**src/rtl/tlight_lamp_guard.sv**
```systemverilog
`default_nettype none
// -----------------------------------------------------------------------------
// tlight_lamp_guard : lamp safety stage; trips to flashing yellow on bad input.
// Optional trip counter via TLG_FAULT_CNT_EN.            Revision 1.0
// -----------------------------------------------------------------------------
module tlight_lamp_guard #(
    parameter int FAULT_FILT = 2,
    parameter int MAX_HOLD   = 32,
    parameter int FLASH_HALF = 4,
    parameter int MIN_FLASH  = 64,
    parameter int ALLRED_CYC = 4
) (
    input  logic       clock,
    input  logic       reset_n,
    input  logic [2:0] ns,
    input  logic [2:0] we,
    input  logic       clear_fault,
    output logic [2:0] lamp_ns,
    output logic [2:0] lamp_we,
    output logic       fault,
    output logic [1:0] fault_code
`ifdef TLG_FAULT_CNT_EN
    ,
    output logic [7:0] fault_count
`endif
);

    localparam int FILT_W = $clog2(FAULT_FILT + 1);
    localparam int HOLD_W = $clog2(MAX_HOLD + 1);
    localparam int FT_W   = $clog2(MIN_FLASH + 1);
    localparam int BL_W   = $clog2(FLASH_HALF + 1);
    localparam int AR_W   = $clog2(ALLRED_CYC + 1);

    typedef enum logic [1:0] {
        ALLRED = 2'd0,
        NORMAL = 2'd1,
        FLASH  = 2'd2
    } state_t;

    state_t            state;
    logic [FILT_W-1:0] filt_cnt;
    logic [HOLD_W-1:0] hold_cnt;
    logic [FT_W-1:0]   flash_tmr;
    logic [BL_W-1:0]   blink_cnt;
    logic              blink_on;
    logic [AR_W-1:0]   allred_tmr;
    logic [5:0]        prev_in;

    logic       conflict, illegal, stuck, changed, any_fault, trip, clear_ok;
    logic [1:0] cause;

    function automatic logic legal(input logic [2:0] c);
        return (c == 3'b100) || (c == 3'b010) || (c == 3'b001) || (c == 3'b110);
    endfunction

    always_comb begin
        conflict  = ns[0] & we[0];
        illegal   = !legal(ns) || !legal(we);
        stuck     = (state == NORMAL) && (hold_cnt == HOLD_W'(MAX_HOLD));
        changed   = ({ns, we} != prev_in);
        cause     = conflict ? 2'b01 : (illegal ? 2'b10 : (stuck ? 2'b11 : 2'b00));
        any_fault = (cause != 2'b00);
        // Trip on the cycle that completes FAULT_FILT consecutive faulty samples.
        trip      = (state != FLASH) && any_fault && (filt_cnt >= FILT_W'(FAULT_FILT - 1));
        clear_ok  = (state == FLASH) && clear_fault && (flash_tmr == FT_W'(MIN_FLASH))
                    && !conflict && !illegal;
    end

    always_ff @(posedge clock or negedge reset_n) begin
        if (!reset_n) begin
            state      <= ALLRED;
            lamp_ns    <= 3'b100;
            lamp_we    <= 3'b100;
            fault      <= 1'b0;
            fault_code <= 2'b00;
            filt_cnt   <= '0;
            hold_cnt   <= '0;
            flash_tmr  <= '0;
            blink_cnt  <= '0;
            blink_on   <= 1'b0;
            allred_tmr <= '0;
            prev_in    <= '0;
`ifdef TLG_FAULT_CNT_EN
            fault_count <= 8'd0;
`endif
        end else begin
            prev_in <= {ns, we};
            case (state)
                ALLRED, NORMAL: begin
                    if (trip) begin
                        state      <= FLASH;
                        lamp_ns    <= 3'b010;
                        lamp_we    <= 3'b010;
                        fault      <= 1'b1;
                        fault_code <= cause;
                        filt_cnt   <= '0;
                        hold_cnt   <= '0;
                        flash_tmr  <= '0;
                        blink_cnt  <= '0;
                        blink_on   <= 1'b1;
                        allred_tmr <= '0;
`ifdef TLG_FAULT_CNT_EN
                        if (fault_count != 8'hFF)
                            fault_count <= fault_count + 8'd1;
`endif
                    end else if ((state == ALLRED) && (allred_tmr == AR_W'(ALLRED_CYC - 1))) begin
                        state      <= NORMAL;
                        lamp_ns    <= ns;
                        lamp_we    <= we;
                        filt_cnt   <= '0;
                        hold_cnt   <= '0;
                        allred_tmr <= '0;
                    end else begin
                        if (!any_fault)
                            filt_cnt <= '0;
                        else if (filt_cnt != FILT_W'(FAULT_FILT))
                            filt_cnt <= filt_cnt + 1'b1;
                        if (state == ALLRED) begin
                            allred_tmr <= allred_tmr + 1'b1;
                            lamp_ns    <= 3'b100;
                            lamp_we    <= 3'b100;
                        end else begin
                            lamp_ns <= ns;
                            lamp_we <= we;
                            if (changed)
                                hold_cnt <= '0;
                            else if (hold_cnt != HOLD_W'(MAX_HOLD))
                                hold_cnt <= hold_cnt + 1'b1;
                        end
                    end
                end
                FLASH: begin
                    if (clear_ok) begin
                        state      <= ALLRED;
                        lamp_ns    <= 3'b100;
                        lamp_we    <= 3'b100;
                        fault      <= 1'b0;
                        fault_code <= 2'b00;
                        flash_tmr  <= '0;
                        filt_cnt   <= '0;
                        hold_cnt   <= '0;
                        allred_tmr <= '0;
                    end else begin
                        if (flash_tmr != FT_W'(MIN_FLASH))
                            flash_tmr <= flash_tmr + 1'b1;
                        // Lamps are registered, so load the pattern of the next cycle.
                        if (blink_cnt == BL_W'(FLASH_HALF - 1)) begin
                            blink_cnt <= '0;
                            blink_on  <= ~blink_on;
                            lamp_ns   <= blink_on ? 3'b000 : 3'b010;
                            lamp_we   <= blink_on ? 3'b000 : 3'b010;
                        end else begin
                            blink_cnt <= blink_cnt + 1'b1;
                            lamp_ns   <= blink_on ? 3'b010 : 3'b000;
                            lamp_we   <= blink_on ? 3'b010 : 3'b000;
                        end
                    end
                end
                default: state <= ALLRED;
            endcase
        end
    end

endmodule
`default_nettype wire

```
**config.mk**
```make
export PLATFORM = sky130hd
export DESIGN_NAME = tlight_lamp_guard
export DESIGN_NICKNAME = d
export VERILOG_FILES = /design/src/rtl/tlight_lamp_guard.sv
export SDC_FILE = /design/constraint.sdc
export NUM_CORES = 1
export LEC_CHECK = 0
export ABC_AREA = 1
export CAP_MARGIN = 20
export CELL_PAD_IN_SITES_DETAIL_PLACEMENT = 0
export CELL_PAD_IN_SITES_GLOBAL_PLACEMENT = 1
export CORE_ASPECT_RATIO = 0.5
export CORE_MARGIN = 2
export CORE_UTILIZATION = 46
export CTS_CLUSTER_SIZE = 40
export DETAILED_ROUTE_END_ITERATION = 8
export MAX_ROUTING_LAYER = met4
export PLACE_DENSITY_LB_ADDON = 0.1
export SLEW_MARGIN = 20
export SYNTH_ARGS = -nofsm -noshare
export SYNTH_HDL_FRONTEND = slang
export SYNTH_SLANG_ARGS = --single-unit
```
**constraint.sdc**
```tcl
create_clock -name clock -period 2.75 [get_ports clock]
set_input_delay 0.55 -clock clock [delete_from_list [all_inputs] [get_ports clock]]
set_output_delay 0.55 -clock clock [all_outputs]
set_load 0.01 [all_outputs]
```
# == Yosys cells after proc, flatten, opt, wreduce, memory -nomap -nowiden ==
# Cells that the tools add are included.
# totals
ff_bits,39
latchBits,0
ramBits,0
rom_bits,0
in_bits,9
out_inout_bits,9
wordCells,132
mem_count,0
# classes
addsub,5
mul,0
n_div,0
order_cmp,1
eq_ne,29
n_shift,0
muxes,52
n_bitwise,2
n_reduce_logical,31
# op_table
op,n
$mux 3,14
$mux 6,6
$mux 2,14
$pmux 3 s2,4
$mux 7,3
$reduce_and 3->1,5
$pmux 7 s2,1
$eq 3x2->1 const B,4
$eq 3x3->1 const B,4
$pmux 2 s2,3
$pmux 6 s2,1
$ne 2x2->1 const B,5
$ne 5x5->1 const B,2
$logic_and 1x1->1,8
$ne 4x4->1 const B,2
$reduce_and 4->1,2
$add 7x1->7 const B,1
$eq 7x7->1 const B,1
$logic_or 1x1->1,7
$ne 7x7->1 const B,1
$add 3x1->3 const B,2
$add 6x1->6 const B,1
$eq 3x1->1 const B,2
$eq 6x6->1 const B,1
18 further kinds,26

# == Longest topological paths before layout ==
# Gate-level depths: netlist of run 1.
# logic_depth
word_depth,13
depth_mapped,13
depth_no_buf,13

# == Worst setup path before layout of run 1 ==
# Ideal clock, no wire load.
# synth_path
path_kind,input port to flip-flop
from,in ns[1]
to,reg hold_cnt[0]
setup_time_ps,118
arrival_time_ps,1671
t_required_ps,2632
path_slack_ps,961
stages,10
path_buffers,0
cell_sequence,o21ai_0 -> nand2_1 -> nor2_1 -> nand2_1 -> nand2_2 -> nand2_2 -> a21oi_4 -> nand2_4 -> nand2_1 -> nand2_1
# synth_via
elab_chain_len,13
elab_cells_between_ends,26
cone_classes,eq/ne (8); mux (7); reduce/logical (11)
# synth_rtl
item,line_no,rtl
start: declaration,15,"input logic [2:0] ns,"
$eq 3x3->1 / $eq 3x2->1 (equally long branches),53,return (c == 3'b100) || (c == 3'b010) || (c == 3'b001) || (c == 3'b110);
$logic_or 1x1->1 (3 in series),53,
$logic_not 1->1,58,illegal = !legal(ns) || !legal(we);
$logic_or 1x1->1,58,
$mux 2 (2 in series),61,cause = conflict ? 2'b01 : (illegal ? 2'b10 : (stuck ? 2'b11 : 2'b00));
$reduce_bool 2->1,62,any_fault = (cause != 2'b00);
$logic_and 1x1->1 (2 in series),64,trip = (state != FLASH) && any_fault && (filt_cnt >= FILT_W'(FAULT_FILT - 1));
"$ne 5x5->1 (no line), or another cell as far along",--,
$reduce_and 4->1 (no line) / $pmux 6 s2 (equally long branches),--,
end signal: assignment,128,hold_cnt <= hold_cnt + 1'b1;
end: declaration,42,logic [HOLD_W-1:0] hold_cnt;
# Several ways; a longest one is shown, not always the timed one. The select of a mux whose other input is x is not followed.
# A chain may end at the register's enable or synchronous reset.

# == Final worst setup path of run 1 ==
# layout_path
from,in ns[0]
to,reg hold_cnt[0]
# The elaborated chain is that of the path after synthesis.

==> impl_metrics.toml, run 1 <==
[clock_tree]
clk_pin_slew_ns = 0.08
cts_resized = 0
htreeDepth = 2
holdBufCountCts = 0
cts.sinks = 39
cts_tree = "built"
cts-root-buf = "clkbuf_8"
numCtsBuffers = 5
clockBufferDepth = 2
cts_setup_buffers = 0
insertion_delay_ns = 0.29

[critical_path]
start_kind = "input pin"
crit_fanout = 7
crit_type = "input pin to flop"
worstPathRequired_ns = 2.94
crit_path_end_kind = "flop"
arrival_ns = 2.45

[timing]
fin_worst_skew_ns = 0.0117
fmax_mhz = 443
relSlewSlack = 0.413
fin_tns_setup_ns = 0
rsz0062_at_grt = "no"
final-setup-viol-count = 0
hold_viol_final = 0
whs_ns = 0.371
maxSlewViolCount = 0
final.period_utilization = 0.822
tightest_slew_ns = 0.881
period_minus_slack_ns = 2.26

[power]
p_leak_nw = 1.35
power_frac_comb = 0.475
p_int_w = 0.00131
max-vdd-ir-drop_mv = 0.443
clkPwrFrac = 0.164
power_switching_w = 0.00102
sw_frac_of_total = 0.439
powerDensity_nw_per_um2 = 892
seqPwrFrac = 0.361

[layout]
nets = 345
final_cell_mix = "93 x nand2_1, 45 x inv_1, 37 x dfrtp_1, 31 x nor2_1, 26 x nand3_1"
n_fill_cell = 436
antenna_cells = 0
layout_commonest_cell = "nand2_1"
final_area_sq_um = 2620
synthToLayoutAreaGrowth_pct = 15.3
drive_above_1_share = 0.0790

[routing]
avgViaCountPerCell = 4.85
dr.max_layer_used = "met4"
route.detailed.drc = 0
firstDrtPassIters = 4
routed_wl_um = 4900
drt_iter0_drc = 69
met1Wirelength_um = 2540
vias = 1916
wl_met3_um = 153
met2WireLength_um = 2190
ant_nets = 0
drt-wirelength-per-cell_um = 12.4

[logic_synthesis]
syn-num-nets = 319
synth_top_area_cell = "dfrtp_1"
muxShareOfSynthArea = 0
seq_area_frac_synth = 0.431
avgSynthCellArea_sq_um = 7.52
synth_xor_area_frac = 0.0309
syn_inst = 302
ys_ff_latch = 39
ys_warn_count = 0
synth_compound_area_frac = 0.0695
synth_simple_gate_area_frac = 0.347
yosysTopAreaCellShare = 0.408
syn_area_sq_um = 2270
synth-adder-area-share = 0.0441
synth_cell_types = 31
synth.area.top_cells = "dfrtp_1 41%, nand2_1 15%, inv_1 7.4%, nand3_1 5.7%, nor2_1 5.1%"
synth_top_family_by_area = "simple AND/OR/NAND/NOR gates"

[global_route]
grt_pass1_wl_um = 8550
grt.total_usage = 0.213
grt_pass1_vias = 1877
grt_overflow_total = 0
grt_max_degree = 40
antenna_found_initial = 0

[floorplanning]
start_util = 0.496
die_x_um = 103
ios = 18
die_area_sq_um = 5550
core_sq_um = 4570
rows = 17
die_y_um = 53.7

[status]
outcome = "completed"

[hold_path]
min_path_type = "input pin to async pin"

[place]
dp_hpwl_um = 3760
place_area_sq_um = 2530
io_buffers = 17
place.gp.congestion = 0.813

[job]
cap_violations = 0
## cells in the mapped netlist
cell / number
ha_1: 8
o31ai_1: 3
dfrtp_1: 37
inv_2: 1
nand4_1: 5
nand2_4: 2
nor2_2: 1
o21ai_1: 3
a22oi_1: 1
a21oi_4: 1
o22a_1: 1
nand3b_1: 1
nor2_1: 31
clkinv_1: 1
xor2_1: 3
xnor2_1: 5
o2111ai_1: 1
nand3_2: 3
nand4_2: 1
o22ai_1: 1
inv_1: 45
nor2_8: 1
o21a_1: 1
nor3_1: 6
nand2_2: 3
nand2_1: 93
o21ai_0: 9
dfstp_2: 2
or2_2: 2
nand3_1: 26
a21oi_1: 4
## registers in the layout, summed over array words and instances (netlist names)
name	cells
lamp_ns	3
prev_in	6
fault	1
state	2
lamp_we	3
filt_cnt	2
hold_cnt	6
blink_cnt	3
fault_code	2
flash_tmr	7
allred_tmr	3
blink_on	1
## metal layers
metal / up-vias / global-route usage
li1: 1007 / -
met1: 888 / 0.278
met2: 19 / 0.345
met3: 2 / 0.0468
met4: 0 / 0.0461
met5: - / -
## kinds of logic after synthesis
family,count (synthesis)
adders and majority gates,8
AOI/OAI and AO/OA,25
xor gates and xnor gates,8
and+or+nand+nor,175
DFF,39
buffers and inverters,47
## stage by stage
step	worst slack [ns]	cells	utilization	total power (W)
floorplan	0.961	302	-	0.00159
global placement	0.235	387	0.554	0.00194
detailed placement	0.202	387	0.554	0.00196
finish	0.491	395	0.572	0.00233
CTS	0.511	395	0.572	0.00235
global route	0.293	395	0.572	0.00255
## power groups by stage
stage	Combinational, W	Sequential [W]	Clock (W)
4_1_cts	0.00111	0.000843	0.000394
5_1_grt	0.00126	0.000865	0.000421
3_3_place_gp	0.00109	0.000846	0
2_1_floorplan	0.000736	0.000857	0
6_report	0.00111	0.000843	0.000383
3_5_place_dp	0.00111	0.000852	0
## area by class of cell
type / instances / area (sq um) / share of cell area
multi-input cells: 216 / 1110 / 0.426
flip-flops and latches: 39 / 978 / 0.374
repair buffers: 19 / 180 / 0.0689
inverters: 47 / 176 / 0.0674
well taps: 66 / 82.6 / 0.0316
clock buffers: 7 / 76.3 / 0.0292
clock inverters: 1 / 7.51 / 0.00287
## worst paths after layout
check                           cells after the start           end  slack [ns]        start
worst max-delay path                               12   hold_cnt[0]        0.49        ns[0]
worst min-delay path                                1   hold_cnt[4]        0.37      reset_n
worst max register to register                     11  flash_tmr[4]        0.63  hold_cnt[0]
worst min register to register                      2         fault        0.48        fault
max in group asynchronous                           1    lamp_we[1]        1.81      reset_n
min in group clock                                  2         fault        0.48        fault
## worst max-delay path, stage by stage
cell and delay, ns:
clkdlybuf4s50_1 0.58, inv_1 0.11, nand3_1 0.08, nand2_1 0.07, nor2_1 0.20, nand2_1 0.17
nand2_2 0.14, nand2_2 0.09, a21oi_4 0.23, nand2_4 0.11, nand2_1 0.07, nand2_1 0.05
Power figures use the tool's default switching activity.
==> inputs of run 2 (changes only) <==
--- a/config.mk
+++ b/config.mk
@@ -11,7 +11,7 @@
 export CELL_PAD_IN_SITES_GLOBAL_PLACEMENT = 1
 export CORE_ASPECT_RATIO = 0.5
 export CORE_MARGIN = 2
-export CORE_UTILIZATION = 46
+export CORE_UTILIZATION = 38
 export CTS_CLUSTER_SIZE = 40
 export DETAILED_ROUTE_END_ITERATION = 8
 export MAX_ROUTING_LAYER = met4
==> constraint.sdc (replaced) <==
create_clock -name clock -period 1.9 [get_ports clock]
set_input_delay 0.38 -clock clock [delete_from_list [all_inputs] [get_ports clock]]
set_output_delay 0.38 -clock clock [all_outputs]
set_load 0.01 [all_outputs]
==> run 2 against run 1 <==
Sequential power increased by 42%. Critical path type is now flop to flop. Clock skew decreased by 0.0092 ns. Critical endpoint is now hold_cnt[3]. Largest cell class unchanged. Register-to-register slack got worse by 0.61 ns. Worst setup slack got worse by 0.47 ns. Hold slack got worse by 0.22 ns. Cell count increased by 13%. Core utilization decreased by 0.72 points. Largest power group unchanged. Non-clock buffer count increased by 45. Critical path depth unchanged. First-iteration DRC count increased by 84%. Sequential share of layout area decreased by 6.5 points.
==> impl_metrics.toml, run 2 (synthesis results as in run 1) <==
[status]
outcome = "completed"

[clock_tree]
numCtsBuffers = 5
cts_tree = "built"
cts.sinks = 39
cts-root-buf = "clkbuf_16"
clockBufferDepth = 2
holdBufCountCts = 0
insertion_delay_ns = 0.28
htreeDepth = 2
clk_pin_slew_ns = 0.06

[timing]
tightest_slew_ns = 0.533
period_minus_slack_ns = 1.88
fin_worst_skew_ns = 0.00248
relSlewSlack = 0.644
layout_setup_ws_ns = 0.0171
hold_viol_final = 0
whs_ns = 0.151
fin_tns_setup_ns = 0
final.period_utilization = 0.991
fmax_mhz = 531
rsz0062_at_grt = "yes"
maxSlewViolCount = 0
final-setup-viol-count = 0

[critical_path]
critPathMaxStageDelay_ns = 0.38
crit_fanout = 7
worstPathRequired_ns = 2.07
cpMaxStageDelayCell = "dfrtp_1"
start_kind = "flop"
arrival_ns = 2.06
crit_chain = "inv_2 > ha_4 > inv_2 > nor2_4 > nand4_1 > nand3_4 > nand2_4 > buf_12 > a21oi_4 > nand2_4 > nand2_1 > nand2_1"
crit_type = "flop to flop"
crit_path_end_kind = "flop"

[layout]
fin_util = 0.565
largest_reg_flops = 7
layout_commonest_cell = "nand2_1"
synthToLayoutAreaGrowth_pct = 39.6
antenna_cells = 0
final_cell_mix = "83 x nand2_1, 46 x buf_4, 41 x inv_1, 37 x dfrtp_1, 25 x nand3_1"
regMostFlops = "flash_tmr"
nets = 390
drive_above_1_share = 0.265
reg_top3 = "flash_tmr: 7 flops, hold_cnt: 6 flops, prev_in: 6 flops"

[place]
place.gp.congestion = 0.845
dp_slack_ns = -0.299
io_buffers = 17
dp_hpwl_um = 4200

[routing]
routed_wl_um = 5670
avgViaCountPerCell = 4.78
firstDrtPassIters = 4
wl_met3_um = 168
vias = 2138
route.detailed.drc = 0
ant_nets = 0
drt-wirelength-per-cell_um = 12.7
met1Wirelength_um = 2780
met2WireLength_um = 2660
drt_iter0_drc = 127
dr.max_layer_used = "met4"

[global_route]
grt.total_usage = 0.190
grt_max_degree = 40
antenna_found_initial = 0
grt_pass1_vias = 2102
grt_pass1_wl_um = 9450
grt_overflow_total = 0

[power]
powerDensity_nw_per_um2 = 1280
max-vdd-ir-drop_mv = 0.563
power_w = 0.00407
p_leak_nw = 1.66

[job]
cap_violations = 0

[floorplanning]
start_util = 0.405
ios = 18
die_y_um = 58.7
rows = 19
core_sq_um = 5610
die_x_um = 113
die_area_sq_um = 6640

[hold_path]
min_path_type = "input pin to async pin"
-- run 2: worst paths after layout --
kind,from,to,slack [ns],depth (start not counted)
setup / recovery,hold_cnt[1],hold_cnt[3],0.02,12
hold / removal,reset_n,allred_tmr[0],0.15,2
setup reg to reg,hold_cnt[1],hold_cnt[3],0.02,12
hold reg to reg,fault,fault,0.48,2
max in group asynchronous,reset_n,lamp_ns[2],1.37,2
min in group clock,ns[0],prev_in[3],0.28,1
-- run 2: layout make-up --
| type | instances | area (sq um) |
|---|---|---|
| Sequential cell | 39 | 978 |
| Fill cell | 532 | 2440 |
| Tap cell | 73 | 91.3 |
| Inverter | 47 | 180 |
| Clock buffer | 7 | 133 |
| Timing Repair Buffer | 64 | 546 |
| Multi-Input combinational cell | 216 | 1240 |
| Clock inverter | 1 | 5.00 |
-- run 2: worst max-delay path, delay by kind of cell (launching register included) --
family,cells,cell delay [ns]
AND/OR/NAND/NOR,7,0.80
flip-flops,1,0.38
buffers and inverters,3,0.25
AO/OA/AOI/OAI,1,0.22
adder cells (fa/ha/maj),1,0.13
-- run 2: report_power, final --
group / leakage, nW / switching [W] / internal, W
Sequential: 0.500 / 0.000145 / 0.00106
Clock: 0.0679 / 0.000335 / 0.000486
Combinational: 1.10 / 0.00119 / 0.000854
Total: 1.66 / 0.00167 / 0.00240
-- run 2: layer usage --
layer / track usage / vias to the layer above
li1: - / 1099
met1: 0.237 / 1004
met2: 0.309 / 28
met3: 0.0608 / 7
met4: 0.0453 / 0
met5: - / -
-- run 2: through the flow --
step | instance area (sq um) | std cells
final | 3170 | 447
after global routing | 3170 | 447
after CTS | 2990 | 439
after detailed placement | 2790 | 425
after global placement | 2790 | 425
after floorplan | 2270 | 302
-- run 2: what timing repair did --
item                                    4_1_cts  5_1_grt
buffers inserted                              6        8
pin swaps                                     8       17
resized for setup                             8       35
endpoints found under the setup margin        6       23
==> inputs of run 3 (changes only) <==
--- a/config.mk
+++ b/config.mk
@@ -11,7 +11,8 @@
 export CELL_PAD_IN_SITES_GLOBAL_PLACEMENT = 1
 export CORE_ASPECT_RATIO = 0.5
 export CORE_MARGIN = 2
-export CORE_UTILIZATION = 38
+export CORE_UTILIZATION = 40
+export CTS_BUF_LIST = sky130_fd_sc_hd__clkbuf_8
 export CTS_CLUSTER_SIZE = 40
 export DETAILED_ROUTE_END_ITERATION = 8
 export MAX_ROUTING_LAYER = met4
==> run 3 against run 2 <==
Register-to-register slack improved by 0.03 ns. Core utilization decreased by 2.3 points. Routed wire length decreased by 6.9%. Die area decreased by 4.7%. Clock power decreased by 32%. Clock skew increased by 0.0069 ns. Critical path depth decreased by 1. Sequential cell count unchanged. Hold slack got worse by 0.0054 ns. Critical endpoint is now hold_cnt[1].
==> impl_metrics.toml, run 3 (synthesis results as in run 1) <==
[floorplanning]
die_y_um = 57.3
start_util = 0.415
die_area_sq_um = 6330
core_sq_um = 5470
ios = 18
rows = 19
die_x_um = 111

[critical_path]
rr_worst_depth = 11
crit_type = "flop to flop"
crit_start = "hold_cnt[0]"
crit_chain = "inv_2 > ha_4 > inv_2 > nor2_4 > nand4_1 > nand3_4 > nand2_4 > a21oi_4 > nand2_4 > nand2_2 > nand2_1"
worstPathRequired_ns = 2.08
crit_fanout = 7
r2r_setup_slack_ns = 0.04
start_kind = "flop"
r2r-start = "hold_cnt[0]"
regToRegEndpoint = "hold_cnt[1]"
critical_path.top_delay_family = "simple AND/OR/NAND/NOR gates"
crit_path_end_kind = "flop"
critPathMaxStageDelay_ns = 0.41
crit_cells = 11
crit_end = "hold_cnt[1]"
path_buf_inv = 2
cpMaxStageDelayCell = "dfrtp_1"
arrival_ns = 2.04

[global_route]
grt.total_usage = 0.187
antenna_found_initial = 0
grt_use_met2 = 0.305
grt_pass1_wl_um = 9150
grt_util_met1 = 0.242
grt_overflow_total = 0
grt_pass1_vias = 1978
grt_max_degree = 40
grt.busiest_layer = "met2"
use_met3 = 0.0414

[power]
p_leak_nw = 1.57
powerDensity_nw_per_um2 = 1220
max-vdd-ir-drop_mv = 0.453

[routing]
avgViaCountPerCell = 4.69
vias = 2044
ant_nets = 0
drt-wirelength-per-cell_um = 12.1
routed_wl_um = 5280
firstDrtPassIters = 4
route.detailed.drc = 0
drt_iter0_drc = 86

[layout]
n_fill_cell = 535
final_area_sq_um = 2960
multi_input_area_sq_um = 1180
layout_commonest_cell = "nand2_1"
fin_util = 0.542
drive_above_1_share = 0.218
nets = 379
synthToLayoutAreaGrowth_pct = 30.6
reg_top3 = "flash_tmr: 7 flops, hold_cnt: 6 flops, prev_in: 6 flops"
antenna_cells = 0
regMostFlops = "flash_tmr"
seq_area_sq_um = 978
final_cell_mix = "84 x nand2_1, 43 x inv_1, 37 x dfrtp_1, 36 x buf_4"
largest_reg_flops = 7

[timing]
relSlewSlack = 0.649
period_minus_slack_ns = 1.86
whs_ns = 0.146
maxSlewViolCount = 0
fin_worst_skew_ns = 0.00935
tightest_slew_ns = 0.526
fin_tns_setup_ns = 0
rsz0062_at_grt = "yes"
hold_viol_final = 0
fmax_mhz = 538
final-setup-viol-count = 0
final.period_utilization = 0.978

[clock_tree]
numCtsBuffers = 5
cts-root-buf = "clkbuf_8"
cts_tree = "built"
clk_pin_slew_ns = 0.08
cts.sinks = 39
insertion_delay_ns = 0.29
holdBufCountCts = 0
clockBufferDepth = 2
htreeDepth = 2

[job]
cap_violations = 0

[place]
place.gp.congestion = 0.828
dp_hpwl_um = 4060
place_area_sq_um = 2760
io_buffers = 17

[status]
outcome = "completed"

[hold_path]
min_path_type = "input pin to async pin"
run 3: changes by cell type in the layout (fill, tap and decap cells not counted), moves of 3 or more:
cell | previous run | this run
buf_4 | 46 | 36
clkbuf_16 | 5 | 0
clkbuf_8 | 0 | 5
nor2_1 | 23 | 26
run 3: per-layer routing:
layer  vias up  routed length (um)
li1       1077                   -
met1       953                2730
met2         9                2410
met3         5                  98
met4         0                  34
met5         -                   0
run 3: through the flow:
stage / total power [W] / cells / setup slack, ns
after floorplan: 0.00231 / 302 / 0.191
after global placement: 0.00300 / 423 / -0.358
after detailed placement: 0.00303 / 423 / -0.378
after CTS: 0.00361 / 431 / 0.00626
after global routing: 0.00396 / 436 / -0.104
final: 0.00363 / 436 / 0.0423
run 3: repair_timing:
action	CTS	global route
pin swaps	0	13
resized for setup	1	29
setup buffers	0	5
setup endpoints to repair	18	31
run 3: worst reg2reg max path, stage by stage (launching register included):
cell,delay [ns]
dfrtp_1,0.41
inv_2,0.08
ha_4,0.12
inv_2,0.04
nor2_4,0.10
nand4_1,0.22
nand3_4,0.19
nand2_4,0.09
a21oi_4,0.26
nand2_4,0.12
nand2_2,0.08
nand2_1,0.04
run 3: power by group:
part / total, W / internal, W / switching, W
logic: 0.00187 / 0.000774 / 0.00109
clock network: 0.000557 / 0.000252 / 0.000305
registers: 0.00121 / 0.00105 / 0.000153
run 3: layout make-up:
cell class	count	share of cell area
Multi-Input combinational cell	216	0.400
Sequential cell	39	0.330
Timing Repair Buffer	53	0.151
Inverter	47	0.0595
Tap cell	73	0.0308
Clock buffer	5	0.0232
Clock inverter	3	0.00549
run 3: worst min path at each step:
stage,end,cells past startpoint,slack [ns]
global placement,fault,2,0.46
CTS,flash_tmr[6],2,0.16
floorplan,allred_tmr[0],0,0.08
global route,flash_tmr[5],2,0.18
finish,blink_on,2,0.15
detailed placement,fault,2,0.47
==> patch: new RTL, flow settings as in run 3 <==
Reset style: synchronous (`reset_n`), changed in one clocked block.
--- a/src/rtl/tlight_lamp_guard.sv
+++ b/src/rtl/tlight_lamp_guard.sv
@@ -68,3 +68,3 @@
 
-    always_ff @(posedge clock or negedge reset_n) begin
+    always_ff @(posedge clock) begin
         if (!reset_n) begin
Formal check against the unedited RTL: differs if reset_n is asserted again (counterexample within 4 cycles, from zero or initial values and one cycle with reset_n low); with reset_n held inactive, the same outputs for 10 cycles.
==> patch against run 3 <==
- routed wire length up 4.2%
- sequential cell count did not move
- die area grew 1.5%
- global-route usage increased by 0.62 points
- synthesized cell count increased by 13%
- clock power grew 14%
- power grew 4.4%
- setup slack better by 0.12 ns
- cell area decreased by 3.8%
- synthesized area grew 1.5%
- utilization decreased by 2.5 points
- cell count up 5.0%
- hold slack improved by 0.22 ns
- critical endpoint is now filt_cnt[1]
- highest routed layer unchanged
==> patch: results (changes against run 3) <==
stage;metric;value;unit;change
synthesis;synth.avg_cell_area;6.779;um^2;-9.8%
global_route;grt_pass1_vias;2053;;+3.8%
power_and_ir_drop;vdd_drop_max;0.5123;mV;+13%
synthesis;ys.flop_type;dfxtp_1;;
critical_path;rr_startpoint;flash_tmr[0];;
critical_path;worst-path-max-fanout;4;;-3
detailed_routing;vias;2219;;+8.6%
critical_path;slowest_stage;dfxtp_2;;
timing;relSlewSlack;66.91;%;+2.0 points
finish;fin_cells;458;;+5.0%
critical_path;rr_endpoint;filt_cnt[1];;
detailed_routing;wl_met1;2.887;mm;+5.9%
place;gp_congestion;0.8389;;+1.3%
place;placed_cell_area;0.002723;mm^2;-1.3%
synthesis;synth_nets;357;;+12%
synthesis;synthDistinctLibCells;35;;+13%
critical_path;max_stage_delay;0.34;ns;-0.07 ns
place;dp_cells;449;;+6.1%
run_status;status;completed;;
detailed_routing;wl_met3;248;um;+150%
synthesis;synth_common_cells;nand2_1 (79), nor2_1 (46), inv_1 (44), dfxtp_1 (39), nand3_1 (39);;
place;dp.final_hpwl;4.152;mm;+2.2%
finish;finalNetCount;401;;+5.8%
power_and_ir_drop;power.leakage;1.323;nW;-16%
synthesis;ys_seq_area_share;33.88;%;-9.2 points
-- patch: stage by stage --
stage	worst slack (ns)	total power [W]
final	0.1634	0.003792
after global routing	0.001181	0.004148
after CTS	0.006696	0.003810
after detailed placement	-0.4211	0.003130
after global placement	-0.3677	0.003096
after floorplan	0.2529	0.002498
-- patch: layout make-up --
| cell class | instances | area (um^2) | share of cell area [%] |
|---|---|---|---|
| multi-input cells | 249 | 1334 | 46.80 |
| flip-flops and latches | 39 | 783.3 | 27.48 |
| repair buffers | 43 | 369.1 | 12.95 |
| inverters | 46 | 172.7 | 6.058 |
| clock buffers | 7 | 96.34 | 3.380 |
| well taps | 73 | 91.34 | 3.205 |
| clock inverters | 1 | 3.754 | 0.1317 |
-- patch: cell families (layout without fill, tap and decap cells) --
group                    count (synthesis)  count (layout)  synth area share [%]
AO/OA/AOI/OAI                           38              39                 9.609
XOR/XNOR                                 7               7                 2.660
adder cells (fa/ha/maj)                  8               8                 4.343
buffers and inverters                   53              97                 9.175
flip-flops                              39              39                 33.88
AND/OR/NAND/NOR                        195             195                 40.34
-- patch: how the worst min path moves through the flow --
stage	startpoint	endpoint	slack (ns)
finish	ns[1]	prev_in[4]	0.36
global placement	blink_cnt[2]	blink_cnt[2]	0.42
floorplan	blink_cnt[2]	blink_cnt[2]	0.41
global route	ns[1]	prev_in[4]	0.37
CTS	blink_cnt[2]	blink_cnt[2]	0.45
detailed placement	blink_cnt[2]	blink_cnt[2]	0.44
-- patch: routing by layer --
metal	up-vias	global-route usage (%)
met5	-	-
met1	1000	26.37
li1	1181	-
met2	32	29.27
met4	0	4.409
met3	6	4.916
-- patch: timing repair --
item,CTS,global route
setup endpoints to repair,16,27
buffers inserted,0,0
hold buffers,0,0
resized for setup,5,7
gates cloned,1,0
pin swaps,0,1
-- patch: power breakdown --
part,leakage [nW],internal [W],switching (W)
registers,0.321,0.00104,0.000170
clock network,0.0557,0.000327,0.000308
logic,0.947,0.000811,0.00114
total,1.32,0.00218,0.00161
-- patch: worst register-to-register path, stage by stage, from the launching register on --
cell      delay [ns]
dfxtp_2         0.34
inv_1           0.07
ha_1            0.16
nand2_1         0.05
nand3b_1        0.18
nor2_2          0.12
nand2_2         0.09
nand2_4         0.09
nand2_4         0.07
buf_4           0.14
inv_1           0.06
nand2_1         0.08
nor2_1          0.13
nor2_1          0.06
